==> config.mk <==
export PLATFORM = sky130hd
export DESIGN_NAME = dff_reg
export DESIGN_NICKNAME = d
export VERILOG_FILES = /design/src/rtl/dff_reg.sv
export SDC_FILE = /design/constraint.sdc
export NUM_CORES = 1
export LEC_CHECK = 0
export ABC_AREA = 1
export BUFFER_PORTS_ARGS = -buffer_cell sky130_fd_sc_hd__buf_2
export CORE_UTILIZATION = 50
export DETAILED_ROUTE_END_ITERATION = 12
export PLACE_DENSITY = 0.9
export SLEW_MARGIN = 15
export SYNTH_ARGS = -nofsm -noshare
export SYNTH_HDL_FRONTEND = slang
export SYNTH_SLANG_ARGS = --single-unit
==> constraint.sdc <==
create_clock -name clk -period 1.9 [get_ports clk]
set_clock_uncertainty 0.1 [all_clocks]
set_input_delay 0 -clock clk [delete_from_list [all_inputs] [get_ports clk]]
set_output_delay 0 -clock clk [all_outputs]
set_load 0.1 [all_outputs]
==> src/rtl/dff_reg.sv <==
// dff_reg: multi-function register with load, shift, increment, decrement,
// complement, synchronous clear/set and synchronous active-low reset.
module dff_reg #(
    parameter int               WIDTH       = 8,
    parameter logic [WIDTH-1:0] RESET_VALUE = '0
) (
    input  logic             clk,
    input  logic             rst_n,
    input  logic             set,
    input  logic             clr,
    input  logic [2:0]       mode,
    input  logic [WIDTH-1:0] d,
    input  logic             sin,
    output logic [WIDTH-1:0] q,
    output logic [WIDTH-1:0] nq,
    output logic             cy,
    output logic             zero
);

    localparam logic [2:0] M_LOAD = 3'b001;
    localparam logic [2:0] M_SHL  = 3'b010;
    localparam logic [2:0] M_SHR  = 3'b011;
    localparam logic [2:0] M_INC  = 3'b100;
    localparam logic [2:0] M_DEC  = 3'b101;
    localparam logic [2:0] M_CPL  = 3'b110;

    logic [WIDTH-1:0] q_nx;
    logic             cy_nx;
    logic [WIDTH:0]   inc;
    logic [WIDTH:0]   dec;

    // The extra top bit carries the wrap-around carry or borrow.
    assign inc = {1'b0, q} + (WIDTH+1)'(1);
    assign dec = {1'b0, q} - (WIDTH+1)'(1);

    always_comb begin
        q_nx  = q;
        cy_nx = cy;
        unique case (mode)
            M_LOAD: begin
                q_nx  = d;
                cy_nx = 1'b0;
            end
            // Shift forms written so that WIDTH=1 degenerates to q<=sin.
            M_SHL: begin
                q_nx  = (q << 1) | WIDTH'(sin);
                cy_nx = q[WIDTH-1];
            end
            M_SHR: begin
                q_nx  = (q >> 1) | (WIDTH'(sin) << (WIDTH-1));
                cy_nx = q[0];
            end
            M_INC: begin
                q_nx  = inc[WIDTH-1:0];
                cy_nx = inc[WIDTH];
            end
            M_DEC: begin
                q_nx  = dec[WIDTH-1:0];
                cy_nx = dec[WIDTH];
            end
            M_CPL: begin
                q_nx  = ~q;
                cy_nx = 1'b0;
            end
            default: begin
            end
        endcase
    end

    always_ff @(posedge clk) begin
        if (!rst_n) begin
            q  <= RESET_VALUE;
            cy <= 1'b0;
        end else if (clr) begin
            q  <= '0;
            cy <= 1'b0;
        end else if (set) begin
            q  <= '1;
            cy <= 1'b0;
        end else begin
            q  <= q_nx;
            cy <= cy_nx;
        end
    end

    assign nq   = ~q;
    assign zero = ~|q;

endmodule

### Word-level counts from Yosys, hierarchy flattened

Cells that the tools add are included.
Widths: inputs -> output; s select.

* logic and storage cells: 24
* register bits after elaboration: 9
* output and inout bits: 18
* input port bits: 16

* mux-type cells: 3
* eq/ne operators: 6
* reduce and logical (&&, ||, !) cells: 7
* bitwise operators: 4
* add/sub/neg operators: 2

Operators by type and width (count)
* $pmux 8 s6: 1
* $add 8x1->9 const B: 1
* $eq 3x3->1 const B: 3
* $sub 8x1->9 const B: 1
* $mux 8: 1
* $not 8->8: 1
* $or 7x8->8: 1
* $or 8x1->8: 1
* $reduce_or 8->1: 1
* $reduce_bool 7->1: 1
* $eq 3x2->1 const B: 2
* $pmux 1 s5: 1
* $reduce_bool 5->1: 1
* $reduce_or 2->1: 2
* $eq 3x1->1 const B: 1
* $reduce_or 3->1: 1
* $logic_not 1->1: 1
* $not 1->1: 1

### Logic depth before layout (Yosys ltp)

* depth in word-level cells: 3
* gate-level depth with buffers: 9
* gate-level depth less buffers: 9

### Least setup slack after synthesis

Ideal clock, no wire load.

* path type: reg-to-reg
* from: register q[1]
* to: register cy
* arrival: 3.651 ns
* stages on the path, launching flop included: 8
* clock period less this slack: 3.822 ns
* setup time: 0.071 ns
* buffers on the path: 0
* slack: -1.922 ns
* cells stage by stage: dfxtp_1 inv_1 ha_1 nand2_1 nor2_1 nand2_1 and3_1 a21oi_1

* cells in the longest elaborated chain, start to end: 2

RTL lines
* from (decl): RTL line 14 `output logic [WIDTH-1:0] q,`
* from (signal assigned): RTL line 81 `q <= q_nx;`
* $sub 8x1->9 / $add 8x1->9 (equally long branches): RTL line 34, 33
* $pmux 1 s5 *: RTL line 39 `unique case (mode)`
* to (signal assigned): RTL line 82 `cy <= cy_nx;`
* to (decl): RTL line 16 `output logic cy,`

Mark *: on every way between the ends. The rest lies on a longest branch, timed or not.
A chain may end at the register's enable or synchronous reset.

### Worst setup path after layout

* from: register q[5]
* to: output port zero

* cells in the longest elaborated chain, start to end: 2

RTL lines
* $reduce_or 8->1: RTL line 87 `assign zero = ~|q;`
* $logic_not 1->1: RTL line 87
* to (decl): RTL line 17 `output logic zero`

No other way between the ends.

==> run metrics <==
hold slack 0.00788 ns; first-pass GRT wire length 5.25 mm; die height 47.2 um; Switch Pwr 0.000463 W; static leakage 0.682 nW; FMAX 596 MHz; WS Path Type register to output pin; #FFs+latches synth 9; Required @ worst endpoint 1.80 ns; initial antenna violation count 0; Reg-to-Reg Start q[1]; Place WS 0.420 ns; internal power 0.000387 W; Seq pwr share 27.3%; switch share 54.5%; Ant. Diodes 0; Layout area overhead 36.3%; GRT Residual Overflow 0; CTS tree done; die footprint 0.00223 mm2; mean post-synth cell area 5.18 um2; largest net degree at the start of global routing 13; maximum VDD drop 0.632 mV; setup total negative slack 0 ns; Top-Level Pins 34; post-synthesis cell area 0.00102 mm2; Initial Utilization 56.1%; IO Port Bufs 33; H-tree levels 1; Register-to-Register Path Depth 8; WL/cell 13.2 um; fin crit period 1.68 ns; clock-pin slew on the worst setup and hold paths 0.07 ns; Final HPWL DP 2.46 mm; Tightest Pin Transition 0.662 ns; Routed WL 3.47 mm; fin. max-slew vios 0; Final WS setup 0.221 ns; status complete, no violations; number of global-route vias before repair 1232; FP Rows 15; final hold vios 0; share of cells above drive strength 1 25.6%; sequential share of the synthesized area 17.6%; uppermost layer routed met4; most frequent cells in the layout nand2_1 (56), nor2_1 (34), buf_2 (33); Gate power share 53.1%; multi-input logic area 751 um2; DRC Markers 0; Clk Latency, worst-skew pair 0.28 ns; Final Power 0.000850 W; setup repair after global routing missed its margin no; Worst Hold End q[0]; vias per cell 5.73; Starting DRT DRC Count 67; R2R setup slack 0.39 ns; register area 210 um2; drt first pass iters 6; wire length on met2 1.63 mm; yosys synthesis warning count 0; crit share post-route 88.4%; Max FO, Critical Path 12; hold path depth 5; Nets 257; maximum buffer depth of the clock tree 2; Power per Cell Area 611 mW/mm2; clk sinks 9; GPL Wtd Cong 0.975; Met3 Wirelength 401 um; Post-Route M1 WL 1.22 mm; FILL cells 155; Setup violations, final 0; cells after synthesis 197; cts bufs inserted 3; Relative slew margins 55.7%; Die W 47.2 um; clk root buf clkbuf_4; most common cell after layout, fill and taps aside nand2_1; Total Routing Usage GR 34.5%; DR vias 1508; Worst R2R End q[6]; Critical Path AT 1.58 ns; # resized after CTS 0; Startpoint Class register; min-delay src d[0]; critical path endpoint category output pin; Synth Net Count 215; CORE AREA 0.00182 mm2; Netlist cell types 20; Clk pwr share 19.7%; DRT antenna net count 0; post-layout util 76.4%; Max-Cap Viols 0; worst hold path type primary input to register
worst max-delay path: stages (launching register included):
cell	delay, ns
dfxtp_4	0.39
nor2_1	0.19
nand3_1	0.16
nor2_4	0.13
buf_2	0.43
repair_timing:
| item | 4_1_cts | 5_1_grt |
|---|---|---|
| hold buffers | 8 | 0 |
| setup buffers | 0 | 0 |
| endpoints found under the hold margin | 8 | 0 |
cell usage after synthesis:
master | count | area, um2
nand2_1 | 57 | 214
nor2_1 | 35 | 131
nand3_1 | 27 | 135
inv_1 | 25 | 93.8
o21ai_0 | 14 | 70.1
dfxtp_1 | 9 | 180
a21oi_1 | 8 | 40.0
buf_2 | 3 | 15.0
nand4_1 | 3 | 18.8
o22ai_1 | 3 | 18.8
ha_1 | 2 | 25.0
nor2_2 | 2 | 12.5
o211ai_1 | 2 | 15.0
and3_1 | 1 | 6.26
clkbuf_2 | 1 | 5.00
inv_2 | 1 | 3.75
nand2_2 | 1 | 6.26
nand3b_1 | 1 | 7.51
nor3_4 | 1 | 16.3
or2_2 | 1 | 6.26
power groups by stage:
stage                     sequential [W]  combinational (W)  clock (W)
final                           0.000232           0.000451   0.000167
after global routing            0.000236           0.000477   0.000180
after CTS                       0.000231           0.000443   0.000169
after detailed placement        0.000235           0.000429          0
after global placement          0.000235           0.000422          0
after floorplan                 0.000305           0.000278          0
registers in the layout (all words and copies together) (netlist names):
name  count
q         8
cy        1
per-stage QoR:
step / cell area [um2] / cells
floorplan: 1110 / 197
global placement: 1280 / 251
detailed placement: 1280 / 251
CTS: 1390 / 263
global route: 1390 / 263
finish: 1390 / 263
cells by family (layout without fill, tap and decap cells):
logic type / Yosys count / after routing / share of synthesized area [%]
AO/OA/AOI/OAI: 27 / 27 / 14.1
adder cells (fa/ha/maj): 2 / 2 / 2.45
buffers and inverters: 30 / 71 / 11.5
flip-flops: 9 / 9 / 17.6
AND/OR/NAND/NOR: 129 / 129 / 54.3
cell type report:
type                            instances  area share [%]
Tap cell                               25            2.25
Clock buffer                            4            1.89
Multi-Input combinational cell        158            54.0
Timing Repair Buffer                   41            17.6
Inverter                               26            9.17
Sequential cell                         9            15.1
layer usage:
metal / vias to the layer above / GRT usage [%]
li1: 719 / -
met1: 648 / 39.8
met2: 110 / 55.6
met3: 31 / 7.31
met4: 0 / 26.3
met5: - / 0
worst max path at each step:
stage / startpoint / end
after floorplan: q[1] / cy
after global placement: q[1] / q[6]
after detailed placement: q[1] / q[6]
after CTS: q[4] / zero
after global routing: q[5] / zero
final: q[5] / zero
(Power assumes the default switching activity.)
